[config.mk]
export PLATFORM = sky130hd
export DESIGN_NAME = fetch_unit_flat
export DESIGN_NICKNAME = d
export VERILOG_FILES = /design/src/rtl/fetch_unit_pkg.sv /design/src/rtl/fetch_unit_if.sv /design/src/rtl/fetch_unit_ir.sv /design/src/rtl/fetch_unit.sv /design/src/flat_wrapper.sv
export SDC_FILE = /design/constraint.sdc
export NUM_CORES = 1
export LEC_CHECK = 0
export ABC_AREA = 0
export CORE_UTILIZATION = 42
export CTS_BUF_LIST = sky130_fd_sc_hd__clkbuf_4
export DETAILED_ROUTE_END_ITERATION = 8
export GPL_TIMING_DRIVEN = 0
export HOLD_SLACK_MARGIN = 0.12
export PLACE_DENSITY = 0.81
export SYNTH_ARGS = -nofsm -noshare
export SYNTH_HDL_FRONTEND = slang
export SYNTH_SLANG_ARGS = --single-unit
[constraint.sdc]
create_clock -name clk -period 1.5 [get_ports clk]
set_input_delay 0.3 -clock clk [delete_from_list [all_inputs] [get_ports clk]]
set_output_delay 0.3 -clock clk [all_outputs]
set_load 0.01 [all_outputs]
[src/rtl/fetch_unit_pkg.sv]
//------------------------------------------------------------------------------
// Module : fetch_unit_pkg
// Brief  : Shared fetch-stage constants and the fetch FSM state type. The
//          decoder and instruction memory import the same widths.
// Rev    : 1.0  initial release
//------------------------------------------------------------------------------
`default_nettype none

package fetch_unit_pkg;

  localparam int PC_WIDTH          = 8;
  localparam int INSTRUCTION_WIDTH = 16;

  localparam logic [PC_WIDTH-1:0] RESET_PC = 8'h00;

  typedef enum logic [1:0] {
    IDLE = 2'd0,
    RUN  = 2'd1,
    HALT = 2'd2
  } fetch_state_t;

endpackage

`default_nettype wire

[src/rtl/fetch_unit_if.sv]
//------------------------------------------------------------------------------
// Module : fetch_unit_if
// Brief  : Instruction-memory read bus between the fetch stage and memory.
// Ports  : pc       - fetch address, driven by the fetch stage
//          instr_in - memory word at pc, returned combinationally
// Modports: master (fetch side), slave (memory side)
// Rev    : 1.0  initial release
//------------------------------------------------------------------------------
`default_nettype none

interface fetch_unit_if;
  import fetch_unit_pkg::*;

  logic [PC_WIDTH-1:0]          pc;
  logic [INSTRUCTION_WIDTH-1:0] instr_in;

  modport master (output pc, input instr_in);
  modport slave  (input pc, output instr_in);

endinterface

`default_nettype wire

[src/rtl/fetch_unit_ir.sv]
//------------------------------------------------------------------------------
// Module : fetch_ir
// Brief  : Instruction register with its source address and valid flag.
// Ports  : clk, rst          - clock, synchronous active-high reset
//          load              - capture instr_d/pc_d and mark valid
//          hold              - keep everything as is
//          flush             - drop valid (jump bubble)
//          instr_d, pc_d     - word and address to capture
//          instr_q, pc_q     - registered word and address
//          valid_q           - instr_q holds a live instruction
// Priority: flush > hold > load; with none asserted valid falls to 0.
// Rev    : 1.0  initial release
//------------------------------------------------------------------------------
`default_nettype none

module fetch_ir
  import fetch_unit_pkg::*;
(
  input  wire                          clk,
  input  wire                          rst,
  input  wire                          load,
  input  wire                          hold,
  input  wire                          flush,
  input  wire  [INSTRUCTION_WIDTH-1:0] instr_d,
  input  wire  [PC_WIDTH-1:0]          pc_d,
  output logic [INSTRUCTION_WIDTH-1:0] instr_q,
  output logic [PC_WIDTH-1:0]          pc_q,
  output logic                         valid_q
);

  always_ff @(posedge clk) begin
    if (rst) begin
      instr_q <= '0;
      pc_q    <= '0;
      valid_q <= 1'b0;
    end else if (flush) begin
      // Word and address are left stale; only valid matters downstream.
      valid_q <= 1'b0;
    end else if (!hold) begin
      if (load) begin
        instr_q <= instr_d;
        pc_q    <= pc_d;
        valid_q <= 1'b1;
      end else begin
        // Idle or halted with the consumer ready: the last word drains.
        valid_q <= 1'b0;
      end
    end
  end

endmodule

`default_nettype wire

[src/rtl/fetch_unit.sv]
//------------------------------------------------------------------------------
// Module : fetch_unit
// Brief  : Instruction-fetch stage. Owns the program counter, drives it to
//          the instruction memory and registers the returned word for the
//          decoder. Handles start, stall, jump (one-bubble flush) and, when
//          FETCH_HALT_EN is defined, halting at PROG_END.
// Ports  : clk, rst      - clock, synchronous active-high reset
//          start         - pulse: leave IDLE and begin fetching
//          stall         - downstream not ready: hold pc and IR
//          jump          - redirect fetch to jump_addr (beats stall)
//          jump_addr     - jump target, taken verbatim
//          mem           - memory bus (pc out, instr_in back)
//          instr_out     - instruction register
//          instr_pc      - address instr_out was fetched from
//          instr_valid   - instr_out is live
//          halted        - fetch stopped at PROG_END (0 without FETCH_HALT_EN)
// Config : FETCH_HALT_EN - enables the HALT state at PROG_END
// Rev    : 1.0  initial release
//------------------------------------------------------------------------------
`default_nettype none

module fetch_unit
  import fetch_unit_pkg::*;
#(
  parameter logic [PC_WIDTH-1:0] PROG_END = 8'h32
)(
  input  wire                          clk,
  input  wire                          rst,
  input  wire                          start,
  input  wire                          stall,
  input  wire                          jump,
  input  wire  [PC_WIDTH-1:0]          jump_addr,
  fetch_unit_if.master                 mem,
  output logic [INSTRUCTION_WIDTH-1:0] instr_out,
  output logic [PC_WIDTH-1:0]          instr_pc,
  output logic                         instr_valid,
  output logic                         halted
);

`ifdef FETCH_HALT_EN
  localparam bit HALT_EN = 1'b1;
`else
  localparam bit HALT_EN = 1'b0;
`endif

  fetch_state_t        state;
  logic [PC_WIDTH-1:0] pc_q;
  logic                end_hit;
  logic                ir_load;
  logic                ir_hold;
  logic                ir_flush;

  assign mem.pc  = pc_q;
  // Constant 0 without the halt feature, so HALT is unreachable there.
  assign end_hit = HALT_EN && (pc_q == PROG_END);

  // IR control: RUN fetches unless jumping or stalled; HALT only lets the
  // final word sit until it is consumed.
  always_comb begin
    ir_load  = 1'b0;
    ir_hold  = 1'b0;
    ir_flush = 1'b0;
    case (state)
      RUN: begin
        if (jump)       ir_flush = 1'b1;
        else if (stall) ir_hold  = 1'b1;
        else            ir_load  = 1'b1;
      end
      HALT: ir_hold = stall;
      default: ;
    endcase
  end

  always_ff @(posedge clk) begin
    if (rst) begin
      state  <= IDLE;
      pc_q   <= RESET_PC;
      halted <= 1'b0;
    end else begin
      case (state)
        IDLE: begin
          if (start) state <= RUN;
        end
        RUN: begin
          if (jump) begin
            pc_q <= jump_addr;
          end else if (!stall) begin
            if (end_hit) begin
              // Last word is captured this cycle; pc stays on PROG_END.
              state  <= HALT;
              halted <= 1'b1;
            end else begin
              pc_q <= pc_q + 1'b1;
            end
          end
        end
        HALT: halted <= 1'b1;
        default: state <= IDLE;
      endcase
    end
  end

  fetch_ir u_fetch_ir (
    .clk     (clk),
    .rst     (rst),
    .load    (ir_load),
    .hold    (ir_hold),
    .flush   (ir_flush),
    .instr_d (mem.instr_in),
    .pc_d    (pc_q),
    .instr_q (instr_out),
    .pc_q    (instr_pc),
    .valid_q (instr_valid)
  );

endmodule

`default_nettype wire

[src/flat_wrapper.sv]
// flat-port wrapper written by rule: the top's interface ports become plain ports
module fetch_unit_flat import fetch_unit_pkg::*;
#(
  parameter logic [PC_WIDTH-1:0] PROG_END = 8'h32
)
  (clk, rst, start, stall, jump, jump_addr, instr_out, instr_pc, instr_valid, halted, mem_pc, mem_instr_in);
  fetch_unit_if mem_i ();
  input  wire clk;
  input  wire rst;
  input  wire start;
  input  wire stall;
  input  wire jump;
  input  wire  [PC_WIDTH-1:0] jump_addr;
  output logic [INSTRUCTION_WIDTH-1:0] instr_out;
  output logic [PC_WIDTH-1:0] instr_pc;
  output logic instr_valid;
  output logic halted;
  output wire logic [$bits(mem_i.pc)-1:0] mem_pc;
  input wire logic [$bits(mem_i.instr_in)-1:0] mem_instr_in;
  assign mem_pc = mem_i.pc;
  assign mem_i.instr_in = mem_instr_in;
  fetch_unit #(.PROG_END(PROG_END)) u_core (.clk(clk), .rst(rst), .start(start), .stall(stall), .jump(jump), .jump_addr(jump_addr), .mem(mem_i), .instr_out(instr_out), .instr_pc(instr_pc), .instr_valid(instr_valid), .halted(halted));
endmodule
# [Word-level counts from Yosys, hierarchy flattened]
# Index checks and enable logic that the tools add are counted.
[totals] ff_bits=36 latch_bits=0 ram_bits=0 rom_bits=0 in_bits=29 out_inout_bits=34 memories=0
[classes] n_addsub=1 mul=0 n_div=0 order_cmp=0 eq_ne=4 shifts=0 n_mux=13 n_bitwise=3 reduce_logical=6
[op_table] operator="8-bit two-way mux" n=2
[op_table] operator="8-bit by 1-bit adder with 8-bit output (second input constant)" n=1
[op_table] operator="1-bit two-way mux" n=8
[op_table] operator="2-bit case mux with 2 select lines" n=1
[op_table] operator="2-bit AND reduction" n=2
[op_table] operator="2-bit OR reduction" n=2
[op_table] operator="1-bit inverter" n=3
[op_table] operator="3-bit AND reduction" n=1
[op_table] operator="2-bit by 1-bit equality test with 1-bit output (second input constant)" n=1
[op_table] operator="2-bit equality test (second input constant)" n=1
[op_table] operator="2-bit zero test" n=1
[op_table] operator="2-bit two-way mux" n=1
[op_table] operator="2-bit by 1-bit != test with 1-bit output (second input constant)" n=1
[op_table] operator="2-bit != test (second input constant)" n=1
[op_table] operator="1-bit case mux with 2 select lines" n=1

# [Longest topological paths before layout]
[depth] ltp_word=5 ltp_mapped=6 depth_no_buf=5

# [Modules after synthesis]
# From an unflattened synthesis, not the netlist that was laid out.
[hier_totals] hier_cells=185 area_unflattened_um2=1715.4
[modules_own_cells] module="fetch_ir" instances=1 cells_per_inst=108 area_each_um2=1139.8 seq_area_each_um2=500.5
[modules_own_cells] module="fetch_unit" instances=1 cells_per_inst=77 area_each_um2=575.6 seq_area_each_um2=180.2

# [Least setup slack after synthesis]
# OpenSTA, ideal clock, no wires.
[synth_timing] path_type="reg2reg" from="register u_core.pc_q[0] (netlist: u_core.mem.pc[0])" to="register u_core.pc_q[6] (netlist: u_core.mem.pc[6])" setup_time_ns=0.132 arrival_ns=1.143 required_ns=1.368 setup_slack_ns=0.225 path_stages_with_launch=6 path_buffers=0 period_less_slack_ns=1.275 path_cell_list="dfxtp_1 -> ha_1 -> and3_1 -> a31oi_1 -> o21ai_0 -> a21oi_1"
[synth_via] elab_chain_len=3
[synth_lines] element="from (decl)" line_no="fetch_unit.sv:47" source="logic [PC_WIDTH-1:0] pc_q;"
[synth_lines] element="from (signal assigned)" line_no="fetch_unit.sv:86" source="pc_q <= jump_addr;"
[synth_lines] element="from (signal assigned)" line_no="fetch_unit.sv:93" source="pc_q <= pc_q + 1'b1;"
[synth_lines] element="8-bit by 1-bit adder with 8-bit output" line_no="fetch_unit.sv:93"
[synth_lines] element="8-bit two-way mux" line_no="fetch_unit.sv:87" source="end else if (!stall) begin"
[synth_lines] element="8-bit two-way mux" line_no="fetch_unit.sv:85" source="if (jump) begin"
# Every way passes these cells. The select of a mux whose other input is x is not followed.
# A chain may end at the register's enable or synchronous reset.

# [Worst setup path after layout]
[layout_timing] from="input port jump" to="register u_core.pc_q[5] (netlist: u_core.mem.pc[5])"
[layout_via] elab_chain_len=2
[layout_lines] element="from (decl)" line_no="flat_wrapper.sv:12" source="input wire jump;"
[layout_lines] element="2-bit by 1-bit != test with 1-bit output (no line)"
[layout_lines] element="2-bit AND reduction (no line)"
# Several ways; a longest one is shown, not always the timed one.

==> results.sh <==
export IMPL_grt_usage=0.2062
export IMPL_startpoint_type="input pin"
export IMPL_nFillCells=309
export IMPL_core_area_um2=3103
export IMPL_drt_total_wl_um=3356
export IMPL_vias_per_cell=4.969
export IMPL_grt_max_degree=11
export IMPL_hpwl_um=2420
export IMPL_cp_required_ns=1.76
export IMPL_cts_tree="built"
export IMPL_pwr_density_cell_nw_per_um2=812.0
export IMPL_drv_slew=0
export IMPL_antenna_found_initial=0
export IMPL_diodes=0
export IMPL_synthCells=180
export IMPL_yosysUniqueCellTypes=30
export IMPL_synth_top_area_frac=0.4905
export IMPL_worst_skew_pair_late_latency_ns=0.33
export IMPL_syn_area_um2=1388
export IMPL_post_synth_top_area_cell="dfxtp_1"
export IMPL_fin_ws_ns=0.04996
export IMPL_cts_hold_buffers=0
export IMPL_yosys_top_cells_area="dfxtp_1 (49%), nand2_1 (17%), a21oi_1 (11%)"
export IMPL_antenna_left=0
export IMPL_clockBufferDepth=2
export IMPL_layout_drive_gt1_share=0.1093
export IMPL_path_class="in2reg"
export IMPL_via_count=1446
export IMPL_rows=20
export IMPL_yosys_warnings=0
export IMPL_finalSetupViolCount=0
export IMPL_cap_violations=0
export IMPL_final_hold_viol_count=0
export IMPL_gp_congestion=0.8524
export IMPL_synth_seq_cells=34
export IMPL_clock_skew_ns=0.01624
export IMPL_syn_num_nets=210
export IMPL_drt_pass1_iterations=4
export IMPL_wl_per_cell_um=11.53
export IMPL_cts_sinks=34
export IMPL_ir_worst_vdd_v=0.0006219
export IMPL_start_util=0.4472
export IMPL_clock_root_buffer="clkbuf_4"
export IMPL_fmaxAchievable_mhz=689.6
export IMPL_ctsHtreeMaxLevel=2
export IMPL_pre_cts_ws_ns=-0.2672
export IMPL_async_flop_share=0
export IMPL_clk_pin_slew_worst_paths_ns=0.11
export IMPL_avgSynthCellArea_um2=7.709
export IMPL_synthFlopType="dfxtp_1"
export IMPL_finalCritPeriodShare=0.9667
export IMPL_grt_pass1_vias=1230
export IMPL_die_area_um2=3538
export IMPL_synth_edf_count=0
export IMPL_final_cell_area_um2=2076
export IMPL_place_area_um2=2043
export IMPL_cts_made_buffers=5
export IMPL_areaGrowthSynthToFinish_pct=49.59
export IMPL_final_nets=277
export IMPL_leakage_nw=0.8908
export IMPL_ios=63
export IMPL_io_buffers=60
export IMPL_grt_overflow=0
export IMPL_drc=0
export IMPL_first_iter_violations=103
export IMPL_hold_class="in2reg"
export IMPL_status="completed"
export IMPL_die_x_um=59.48
export IMPL_endpoint_kind="flop"
export IMPL_grt_pass1_wl_um=5416
export IMPL_rsz0062_at_grt="false"
export IMPL_die_height_um=59.48
export IMPL_period_needed_ns=1.450
export IMPL_synth_seq_area_share=0.4905
export IMPL_crit_fanout=10
export IMPL_cp_arrival_ns=1.71
worst paths after layout:
check	cells after the start	startpoint	slack (ns)	end
max reg2reg	5	u_core.mem.pc[0]$_SDFFE_PP0P_	0.23	u_core.mem.pc[6]$_SDFFE_PP0P_
min reg2reg	2	u_core.u_fetch_ir.instr_q[1]$_SDFFE_PP0P_	0.45	u_core.u_fetch_ir.instr_q[1]$_SDFFE_PP0P_
max	7	jump	0.05	u_core.mem.pc[5]$_SDFFE_PP0P_
min	2	rst	0.30	u_core.u_fetch_ir.pc_q[7]$_SDFFE_PP0P_
placed cells by master (no fill, tap or decap), types with 2 or more instances in the layout:
cell             count
buf_2                5
nand3_1              5
a21oi_1             30
dfxtp_4              4
buf_4                2
clkbuf_1             4
o21a_1               2
dfxtp_1             25
nand2_1             61
dlygate4sd2_1       33
clkbuf_4             7
dfxtp_2              5
o31ai_1              2
nor2_1               6
nand2b_1             2
o41ai_1              2
clkdlybuf4s50_1     27
o21ai_0              6
a31oi_1              3
where the power goes:
group          internal, W  leakage [nW]  switching [W]
registers         0.000927         0.281      0.0000289
clock network     0.000213        0.0322       0.000283
logic             0.000126         0.578       0.000107
total              0.00127         0.891       0.000419
layer usage:
metal	track usage	wire, µm	up-vias
met5	0	0	-
met4	0.09184	55	0
met3	0.06332	277	5
met2	0.3114	1532	61
met1	0.2693	1491	640
li1	-	-	740
final cells by class:
cell class	count	area [µm²]	area share
tap	44	55.05	0.02652
buffer	11	55.05	0.02652
timing repair buffer	60	559.3	0.2694
inverter	2	7.507	0.003617
clock buffer	7	52.55	0.02532
multi-input combinational	133	644.4	0.3104
sequential	34	701.9	0.3382
flip-flops by register name, indices dropped and copies added, names as in the netlist:
signal                     cells
u_core.u_fetch_ir.instr_q     16
u_core.state                   1
u_core.u_fetch_ir.valid_q      1
u_core.mem.pc                  8
u_core.u_fetch_ir.pc_q         8
cells in the mapped netlist (2+ instances only):
master    number
dfxtp_1       34
nand2b_1       2
nor2_1         6
o21a_1         2
nand3_1        5
o21ai_0        6
o31ai_1        2
nand2_1       61
o41ai_1        2
clkbuf_1       4
a31oi_1        3
a21oi_1       30
buf_4          2
buf_2          5
cells by family after synthesis:
family,Yosys count,share of synthesized area
AOI/OAI and AO/OA,51,0.2146
adders and majority gates,1,0.009016
buffers and inverters,13,0.04507
DFF,34,0.4905
muxes,1,0.007214
other,1,0.002703
and+or+nand+nor,79,0.2308
what timing repair did:
| item | in CTS | in global routing |
|---|---|---|
| gates resized for setup | 45 | 1 |
| endpoints found under the setup margin | 33 | 2 |
| pin swaps | 0 | 0 |
| buffers inserted | 0 | 0 |
through the flow:
step           hold slack (ns)  utilization  power, W  TNS [ns]  instances
6_report                0.2975       0.6690  0.001685         0        291
5_1_grt                 0.3075       0.6690  0.001771         0        291
4_1_cts                 0.2803       0.6685  0.001706         0        291
3_5_place_dp            0.4461       0.6585  0.001230    -6.124        284
3_3_place_gp            0.4415       0.6585  0.001228    -6.269        284
2_1_floorplan           0.4158            -  0.001080         0        180
critical path, cell delays in order:
cell	delay, ns
clkdlybuf4s50_1	0.58
buf_2	0.25
buf_4	0.20
nand2_1	0.07
o41ai_1	0.06
nand2_1	0.10
a21oi_1	0.15
(Power assumes the default switching activity.)
